### src/rtl/pwm_pkg.sv
// Shared types and default constants for the dead-time PWM generator.
// Holds the FSM state encoding and the reset-time default widths.
package pwm_pkg;

    localparam int         PWM_CNT_W  = 11;
    localparam logic [7:0] PWM_DT_DEF = 8'h40;

    typedef enum logic [1:0] {
        IDLE  = 2'd0,
        RUN   = 2'd1,
        FAULT = 2'd2
    } pwm_state_t;

endpackage

### src/rtl/pwm_shadow_clamp.sv
// Period-boundary shadow registers for dead time, blanking length and clamped duty.
// Latency: one clock from load to shadow outputs; no backpressure (load is a strobe).
module pwm_shadow_clamp
    import pwm_pkg::*;
#(
    parameter int CNT_W   = PWM_CNT_W,
    parameter int DT_W    = $bits(PWM_DT_DEF),
    parameter int BLANK_W = 8
) (
    input  logic               clk,
    input  logic               rst_n,
    input  logic               load,
    input  logic [CNT_W-1:0]   duty,
    input  logic [DT_W-1:0]    deadtime,
    input  logic [BLANK_W-1:0] blank_len,
    output logic [DT_W-1:0]    dt_sh,
    output logic [CNT_W-1:0]   duty_eff,
    output logic [BLANK_W-1:0] blank_sh,
    output logic               duty_clip
);

    localparam logic [CNT_W:0] MAX_X = {1'b0, {CNT_W{1'b1}}};

    logic [DT_W-1:0]    dt_q,    dt_d;
    logic [CNT_W-1:0]   duty_q,  duty_d;
    logic [BLANK_W-1:0] blank_q, blank_d;
    logic               clip_q,  clip_d;

    logic [CNT_W:0] duty_x, dt_x, lo_x, hi_x, eff_x;

    // One spare bit keeps MAX-dt and the comparisons free of wrap.
    always_comb begin
        duty_x  = {1'b0, duty};
        dt_x    = {{(CNT_W+1-DT_W){1'b0}}, deadtime};
        lo_x    = (duty_x > dt_x) ? duty_x : dt_x;
        hi_x    = MAX_X - dt_x;
        eff_x   = (lo_x > hi_x) ? hi_x : lo_x;

        dt_d    = dt_q;
        duty_d  = duty_q;
        blank_d = blank_q;
        clip_d  = clip_q;
        if (load) begin
            dt_d    = deadtime;
            duty_d  = eff_x[CNT_W-1:0];
            blank_d = blank_len;
            clip_d  = (eff_x != duty_x);
        end
    end

    always_ff @(posedge clk) begin
        if (!rst_n) begin
            dt_q    <= '0;
            duty_q  <= '0;
            blank_q <= '0;
            clip_q  <= 1'b0;
        end else begin
            dt_q    <= dt_d;
            duty_q  <= duty_d;
            blank_q <= blank_d;
            clip_q  <= clip_d;
        end
    end

    assign dt_sh     = dt_q;
    assign duty_eff  = duty_q;
    assign blank_sh  = blank_q;
    assign duty_clip = clip_q;

endmodule

### src/rtl/pwm_dt_gen.sv
// Complementary PWM pair with dead time, blanking, duty clamping and latched OC fault.
// Outputs are registered compares of the period counter (1 clock latency); no backpressure.
module pwm_dt_gen
    import pwm_pkg::*;
#(
    parameter int CNT_W   = PWM_CNT_W,
    parameter int DT_W    = $bits(PWM_DT_DEF),
    parameter int BLANK_W = 8
) (
    input  logic               clk,
    input  logic               rst_n,
    input  logic               en,
    input  logic [CNT_W-1:0]   duty,
    input  logic [DT_W-1:0]    deadtime,
    input  logic [BLANK_W-1:0] blank_len,
    input  logic               ovr_trip,
    input  logic               clr_fault,
    output logic               PWM1,
    output logic               PWM2,
    output logic               PWM_synch,
    output logic               ovr_I_blank,
    output logic               fault,
    output logic               duty_clip
);

    localparam int             XW     = CNT_W + 2;
    localparam logic [XW-1:0]  MAX_X  = {2'b00, {CNT_W{1'b1}}};
    localparam logic [XW-1:0]  ONE_X  = {{(XW-1){1'b0}}, 1'b1};
    localparam logic [CNT_W-1:0] MAX_C = {CNT_W{1'b1}};
    localparam logic [CNT_W-1:0] ONE_C = {{(CNT_W-1){1'b0}}, 1'b1};

    pwm_state_t       state_q, state_d;
    logic [CNT_W-1:0] cnt_q,   cnt_d;
    logic             pwm1_q,  pwm1_d;
    logic             pwm2_q,  pwm2_d;
    logic             blank_q, blank_d;
    logic             load;

    logic [DT_W-1:0]    dt_sh;
    logic [CNT_W-1:0]   duty_eff;
    logic [BLANK_W-1:0] blank_sh;

    pwm_shadow_clamp #(
        .CNT_W   (CNT_W),
        .DT_W    (DT_W),
        .BLANK_W (BLANK_W)
    ) u_shadow (
        .clk       (clk),
        .rst_n     (rst_n),
        .load      (load),
        .duty      (duty),
        .deadtime  (deadtime),
        .blank_len (blank_len),
        .dt_sh     (dt_sh),
        .duty_eff  (duty_eff),
        .blank_sh  (blank_sh),
        .duty_clip (duty_clip)
    );

    logic [XW-1:0] c_x, dt_x, eff_x, bl_x, lo1_x, lo2_x, b1_hi_x, b2_hi_x;
    logic          in_p1, in_p2, in_b1, in_b2;

    // Compare window bounds in XW bits so eff+dt+blank never wraps.
    always_comb begin
        c_x     = {2'b00, cnt_q};
        dt_x    = {{(XW-DT_W){1'b0}}, dt_sh};
        eff_x   = {2'b00, duty_eff};
        bl_x    = {{(XW-BLANK_W){1'b0}}, blank_sh};
        lo1_x   = dt_x + ONE_X;
        lo2_x   = eff_x + dt_x + ONE_X;
        b1_hi_x = dt_x + bl_x;
        b2_hi_x = eff_x + dt_x + bl_x;
        in_p1   = (c_x >= lo1_x) && (c_x <= eff_x);
        in_p2   = (c_x >= lo2_x) && (c_x <= MAX_X);
        in_b1   = (eff_x > dt_x) && (c_x >= lo1_x) && (c_x <= b1_hi_x);
        in_b2   = (lo2_x <= MAX_X) && (c_x >= lo2_x) && (c_x <= b2_hi_x);
    end

    always_comb begin
        state_d = state_q;
        cnt_d   = cnt_q;
        pwm1_d  = 1'b0;
        pwm2_d  = 1'b0;
        blank_d = 1'b0;
        load    = 1'b0;
        case (state_q)
            IDLE: begin
                cnt_d = '0;
                if (en) begin
                    state_d = RUN;
                    load    = 1'b1;
                end
            end
            RUN: begin
                if (ovr_trip && !blank_q) begin
                    state_d = FAULT;
                    cnt_d   = '0;
                end else if (!en) begin
                    state_d = IDLE;
                    cnt_d   = '0;
                end else begin
                    cnt_d   = cnt_q + ONE_C;
                    load    = (cnt_q == MAX_C);
                    pwm1_d  = in_p1;
                    pwm2_d  = in_p2;
                    blank_d = in_b1 || in_b2;
                end
            end
            FAULT: begin
                cnt_d = '0;
                if (clr_fault) state_d = IDLE;
            end
            default: begin
                state_d = IDLE;
                cnt_d   = '0;
            end
        endcase
    end

    always_ff @(posedge clk) begin
        if (!rst_n) begin
            state_q <= IDLE;
            cnt_q   <= '0;
            pwm1_q  <= 1'b0;
            pwm2_q  <= 1'b0;
            blank_q <= 1'b0;
        end else begin
            state_q <= state_d;
            cnt_q   <= cnt_d;
            pwm1_q  <= pwm1_d;
            pwm2_q  <= pwm2_d;
            blank_q <= blank_d;
        end
    end

    assign PWM1        = pwm1_q;
    assign PWM2        = pwm2_q;
    assign ovr_I_blank = blank_q;
    assign PWM_synch   = (state_q == RUN) && (cnt_q == '0);
    assign fault       = (state_q == FAULT);

endmodule
### config.mk
export PLATFORM = sky130hd
export DESIGN_NAME = pwm_dt_gen
export DESIGN_NICKNAME = d
export VERILOG_FILES = /design/src/rtl/pwm_pkg.sv /design/src/rtl/pwm_shadow_clamp.sv /design/src/rtl/pwm_dt_gen.sv
export SDC_FILE = /design/constraint.sdc
export NUM_CORES = 1
export LEC_CHECK = 0
export ABC_AREA = 0
export BUFFER_PORTS_ARGS = -buffer_cell sky130_fd_sc_hd__buf_2
export CAP_MARGIN = 20
export CORE_MARGIN = 4
export CORE_UTILIZATION = 45
export CTS_CLUSTER_DIAMETER = 120
export DETAILED_ROUTE_END_ITERATION = 8
export GPL_ROUTABILITY_DRIVEN = 0
export PLACE_DENSITY_LB_ADDON = 0.25
export SETUP_SLACK_MARGIN = 0.3
export SLEW_MARGIN = 30
export SYNTH_ARGS = -nofsm -noshare
export SYNTH_HDL_FRONTEND = slang
export SYNTH_HIERARCHICAL = 1
export SYNTH_SLANG_ARGS = --single-unit
### constraint.sdc
create_clock -name clk -period 4.3 [get_ports clk]
set_input_delay 0.43 -clock clk [delete_from_list [all_inputs] [get_ports clk]]
set_output_delay 0.43 -clock clk [all_outputs]
set_load 0.02 [all_outputs]
### Word-level counts from Yosys, hierarchy flattened

Index checks and enable logic that the tools add are counted.

* bits in registers: 44
* output and inout bits: 6
* word-level logic and storage cells: 59

* add/sub/neg operators: 7
* magnitude comparators: 9
* equality and inequality tests: 7
* multiplexer cells: 11
* bitwise operators: 3
* reduce and logical (&&, ||, !) cells: 13

Operators with widths (count)
* $gt A11 B8 Y1: 2
* $add A12 B8 Y13: 1
* $add A13 B1 Y13 const B: 1
* $ge A11 B13 Y1: 1
* $le A11 B13 Y1: 1
* $le A13 B11 Y1 const B: 1
* $add A11 B8 Y12: 1
* $gt A12 B12 Y1: 1
* $mux W12: 1
* $ne A12 B11 Y1: 1
* $sub A11 B8 Y12 const A: 1
* $add A11 B1 Y11 const B: 1
* $eq A11 B11 Y1 const B: 1
* $ge A11 B9 Y1: 1
* $le A11 B11 Y1: 1
* $le A11 B9 Y1: 1
* $logic_not A11 Y1: 1
* $mux W11: 1
* $add A8 B1 Y9 const B: 1
* $add A8 B8 Y9: 1
* $mux W2: 4
* $logic_and A1 B1 Y1: 7
* $pmux W2 S3: 1
* $ne A2 B2 Y1 const B: 2
* 11 further kinds: 15

### Depth between registers and ports, before layout

* depth in word-level cells: 6
* depth in mapped cells: 22
* gate-level depth less buffers: 21

### By module

The synthesis kept the hierarchy.

Modules (own cells, without submodules)
* pwm_dt_gen: times used 1, cells an instance 466, area an instance 3736.1 µm²
* pwm_shadow_clamp: times used 1, cells an instance 186, area an instance 1767.9 µm²

### Worst setup path after synthesis

OpenSTA, ideal clock, no wires.

* path type: reg-to-reg
* from: register u_shadow.dt_q[1] (netlist: u_shadow/dt_sh[1])
* to: register blank_q (netlist: ovr_I_blank)
* setup time: 0.074 ns
* arrival time: 4.052 ns
* required time: 4.226 ns
* slack: 0.174 ns
* stages on the path, launching flop included: 19
* buffers on the path: 0
* clock period less this slack: 4.126 ns
* cells stage by stage: dfxtp_1 inv_1 ha_1 nand2b_2 a2111oi_4 mux2_1 or2_4 inv_1 ha_1 a21oi_1 nand2_1 xor2_1 ha_1 a21o_1 a21o_1 a221o_1 o311ai_0 a22oi_1 a31oi_1

* longest elaborated chain between the ends: 6
* elaborated cells on any way between the ends: 16
* classes of those cells: add/sub (5); order compare (6); reduce/logical (5)

Ends and longest elaborated chain
* start, declared: RTL line pwm_shadow_clamp.sv:24 `logic [DT_W-1:0] dt_q, dt_d;`
* start signal, assigned: RTL line pwm_shadow_clamp.sv:58 `dt_q <= dt_d;`
* $add A11 B8 Y12: RTL line pwm_dt_gen.sv:70, pwm_dt_gen.sv:72
* $add A13 B1 Y13: RTL line pwm_dt_gen.sv:70 `lo2_x = eff_x + dt_x + ONE_X;`
* $le A13 B11 Y1 or $ge A11 B13 Y1 (tied branches): RTL line pwm_dt_gen.sv:76 `in_b2 = (lo2_x <= MAX_X) && (c_x >= lo2_x) && (c_x <= b2_hi_x);`
* $logic_and A1 B1 Y1 (2 in series): RTL line pwm_dt_gen.sv:76
* $logic_or A1 B1 Y1 (*): RTL line pwm_dt_gen.sv:106 `blank_d = in_b1 || in_b2;`
* end signal, assigned: RTL line pwm_dt_gen.sv:132 `blank_q <= blank_d;`
* end, declared: RTL line pwm_dt_gen.sv:36 `logic blank_q, blank_d;`

Every way passes the cells marked *; elsewhere a longest branch is shown, timed or not.
A chain may end at the register's enable or synchronous reset.

### Worst setup path in the final report

* from: register u_shadow.duty_q[0] (netlist: u_shadow/duty_eff[0])
* to: register blank_q (netlist: ovr_I_blank)

* longest elaborated chain between the ends: 6
* elaborated cells on any way between the ends: 12
* classes of those cells: add/sub (3); order compare (4); reduce/logical (5)

Ends and longest elaborated chain
* start, declared: RTL line pwm_shadow_clamp.sv:25 `logic [CNT_W-1:0] duty_q, duty_d;`
* start signal, assigned: RTL line pwm_shadow_clamp.sv:59 `duty_q <= duty_d;`
* $add A11 B8 Y12: RTL line pwm_dt_gen.sv:70, pwm_dt_gen.sv:72
* $add A13 B1 Y13: RTL line pwm_dt_gen.sv:70
* $le A13 B11 Y1 or $ge A11 B13 Y1 (tied branches): RTL line pwm_dt_gen.sv:76
* $logic_and A1 B1 Y1 (2 in series): RTL line pwm_dt_gen.sv:76
* $logic_or A1 B1 Y1 (*): RTL line pwm_dt_gen.sv:106

Marks and branches as above.

==> impl_metrics.csv <==
group,metric,value,unit
status,status,"complete, no violations",
timing,period_needed,4.00,ns
yosys,avgSynthCellArea,8.44,um2
detailed_routing,drt-total-wl,15.1,mm
clocking,cts_tree,"built",
timing,min_period_over_period,93.1,%
critical_path,worstSetupEndpointType,"flop",
clocking,numCtsBuffers,5,
floorplanning,die_area,14100,um2
timing,hold_violations,0,
yosys,synth_ff_type,"dfxtp_1",
timing,finalMaxSlewViolations,0,
detailed_routing,drcViolationCount,0,
timing,fin_tns_setup,0,ns
clocking,clk_pin_slew_worst_paths,0.07,ns
flow_run,drv_cap,0,
yosys,mappedNetlistArea,5500,um2
yosys,synth_edf_count,0,
clocking,cts-htree-levels,2,
timing,final.setup_skew,0.00644,ns
finish,final_area,6540,um2
yosys,ys_ff_latch,44,
floorplanning,rows,40,
grt,grt_pass1_wl,23.5,mm
yosys,yosys_warnings,6,
grt,antenna_found_initial,0,
detailed_routing,via_count,5017,
detailed_routing,drt_pass1_iterations,4,
timing,slew_headroom,50.8,%
grt,grt_pass1_vias,4821,
finish,final_common_cell,"ha_1",
grt,grt_remaining_overflow,0,
floorplanning,die_width,119,um
power,p_per_area,226,nW/um2
yosys,yosysSeqAreaShare,16.0,%
power,ir_drop,0.141,mV
timing,finalSetupViolCount,0,
finish,final_cell_mix,"ha_1 (94), inv_1 (47), buf_4 (40)",
critical_path,cp.required,4.48,ns
clocking,cts_root_buffer,"clkbuf_16",
floorplanning,die_h,119,um
timing,tightest_slew,0.739,ns
timing,fmax,250,MHz
timing,rsz0062_at_grt,"yes",
critical_path,criticalPathCategory,"reg -> reg",
grt,grt_use_total,20.6,%
detailed_routing,wire_per_inst,17.4,um
placed_design,placed_cell_area,5960,um2
yosys,yosysUniqueCellTypes,74,
finish,syn_to_final_growth,18.8,%
placed_design,hpwl,11.8,mm
yosys,syn-num-nets,793,
critical_path,critical_path.max_fanout,4,
clocking,cts.sinks,44,
detailed_routing,ant_nets,0,
floorplanning,start_util,45.8,%
floorplanning,ios,38,
min_path,min_path_type,"in -> reg",
detailed_routing,via_per_inst,5.79,
placed_design,port_buffers,37,
power,power.leakage,0.00295,uW
finish,drive_gt1_share,22.0,%
critical_path,startpoint_type,"flop",
clocking,clkLatencyLatePin,0.30,ns
clocking,holdBufCountCts,0,
finish,final_net_count,859,
yosys,async_reset_ff_share,0,%
clocking,clockBufferDepth,2,
detailed_routing,drt_iter0_drc,194,
critical_path,crit_arrival,4.18,ns
finish,n_fill_cell,1128,
yosys,synthCells,652,
floorplanning,core,12000,um2
grt,grt_max_degree,44,
-- logic make-up (layout without fill, tap and decap cells) --
kind of cell	Yosys count	in the layout	synth area share [%]
adder cells (fa/ha/maj)	109	109	25.2
multiplexers	29	29	5.86
flip-flops	44	44	16.0
AO/OA/AOI/OAI	149	149	18.9
buffers and inverters	70	137	5.27
XOR/XNOR	48	48	7.91
other	0	1	0
AND/OR/NAND/NOR	203	203	20.9
-- path summary, 6_finish.rpt --
kind	slack, ns	end	from	cells past startpoint
setup / recovery	0.30	ovr_I_blank$_SDFF_PP0_	u_shadow/duty_eff[0]$_SDFFE_PN0P_	18
hold / removal	0.38	u_shadow/blank_sh[0]$_SDFFE_PN0P_	blank_len[0]	3
setup reg to reg	0.30	ovr_I_blank$_SDFF_PP0_	u_shadow/duty_eff[0]$_SDFFE_PN0P_	18
hold reg to reg	0.48	cnt_q[0]$_SDFF_PP0_	cnt_q[0]$_SDFF_PP0_	1
-- routing by layer --
layer  global-route usage, %  vias up  share of wire (%)  routed length (um)
met5                       0        -                  0                   0
met2                    34.1      110                 47                7030
met1                    26.3     2341                 46                6880
li1                        -     2529                  -                   -
met3                    3.49       37                4.4                 663
met4                    9.27        0                3.4                 519
-- worst max-delay path, stage by stage (launching register included) --
cell and delay [ns]:
dfxtp_4 0.36, ha_4 0.17, fa_2 0.42, nor2b_4 0.17
o31ai_4 0.21, xor2_2 0.24, buf_4 0.15, buf_6 0.08
o2111a_2 0.21, or4b_4 0.48, o211ai_4 0.24, ha_4 0.24
a21oi_2 0.15, o21a_1 0.13, o2111ai_1 0.09, and3_1 0.20
o31a_1 0.13, a22oi_2 0.15, a31oi_1 0.06
-- final cells by class --
cell class                      instances  area [um2]  share of cell area (%)
Antenna cell                            1        2.50                  0.0383
Inverter                               50         190                    2.91
Sequential cell                        44         892                    13.6
Clock buffer                            6         129                    1.97
Clock inverter                          2        12.5                   0.191
Multi-Input combinational cell        538        4610                    70.5
Tap cell                              147         184                    2.81
Timing Repair Buffer                   79         517                    7.90
-- metrics by stage --
step | std cells | total power (uW) | hold WS, ns | utilization [%] | setup WS (ns)
6_report | 867 | 1480 | 0.382 | 54.4 | 0.297
5_1_grt | 866 | 1580 | 0.392 | 54.4 | 0.158
4_1_cts | 854 | 1430 | 0.377 | 52.0 | 0.314
3_5_place_dp | 839 | 1020 | 0.457 | 49.6 | 0.0372
3_3_place_gp | 839 | 999 | 0.449 | 49.6 | 0.178
2_1_floorplan | 652 | 855 | 0.430 | - | 0.308
-- cells in the mapped netlist, types with 6 or more instances --
| library cell | count | area share (%) |
|---|---|---|
| nand3_1 | 25 | 2.3 |
| nor2_1 | 32 | 2.2 |
| nand3b_1 | 8 | 1.1 |
| nand2_1 | 23 | 1.6 |
| mux2i_1 | 21 | 3.8 |
| dfxtp_1 | 44 | 16 |
| a21oi_1 | 36 | 3.3 |
| or3_1 | 7 | 0.80 |
| o211ai_1 | 6 | 0.82 |
| and3_1 | 6 | 0.68 |
| o21a_1 | 11 | 1.5 |
| inv_1 | 50 | 3.4 |
| a31oi_1 | 7 | 0.80 |
| a41o_1 | 7 | 1.3 |
| o21ai_0 | 25 | 2.3 |
| ha_1 | 106 | 24 |
| xnor2_1 | 26 | 4.1 |
| nor2b_1 | 32 | 3.6 |
| nand2b_1 | 8 | 0.91 |
| nor3_1 | 12 | 1.1 |
| clkbuf_1 | 12 | 0.82 |
| a21o_1 | 12 | 1.6 |
| mux2_4 | 6 | 1.6 |
| nand4_1 | 17 | 1.9 |
| xor2_1 | 20 | 3.2 |
| nor4_1 | 7 | 0.80 |
-- where the power goes --
group	total [uW]	switching, uW	leakage (uW)	internal [uW]
Sequential	456	27.8	0.000362	428
Combinational	635	342	0.00252	294
Clock	388	173	0.0000669	215
Total	1480	542	0.00295	936
-- sequential cells by signal, summed over array words and instances (netlist names) --
name / flops
ovr_I_blank: 1
u_shadow/duty_eff: 11
PWM2: 1
state_q: 2
cnt_q: 11
PWM1: 1
u_shadow/duty_clip: 1
u_shadow/dt_sh: 8
u_shadow/blank_sh: 8
-- repair_timing --
| action | 4_1_cts | 5_1_grt |
|---|---|---|
| gates resized for setup | 21 | 35 |
| endpoints found under the setup margin | 1 | 1 |
| setup buffers | 7 | 12 |
| pin swaps | 4 | 27 |
(Power assumes the default switching activity.)
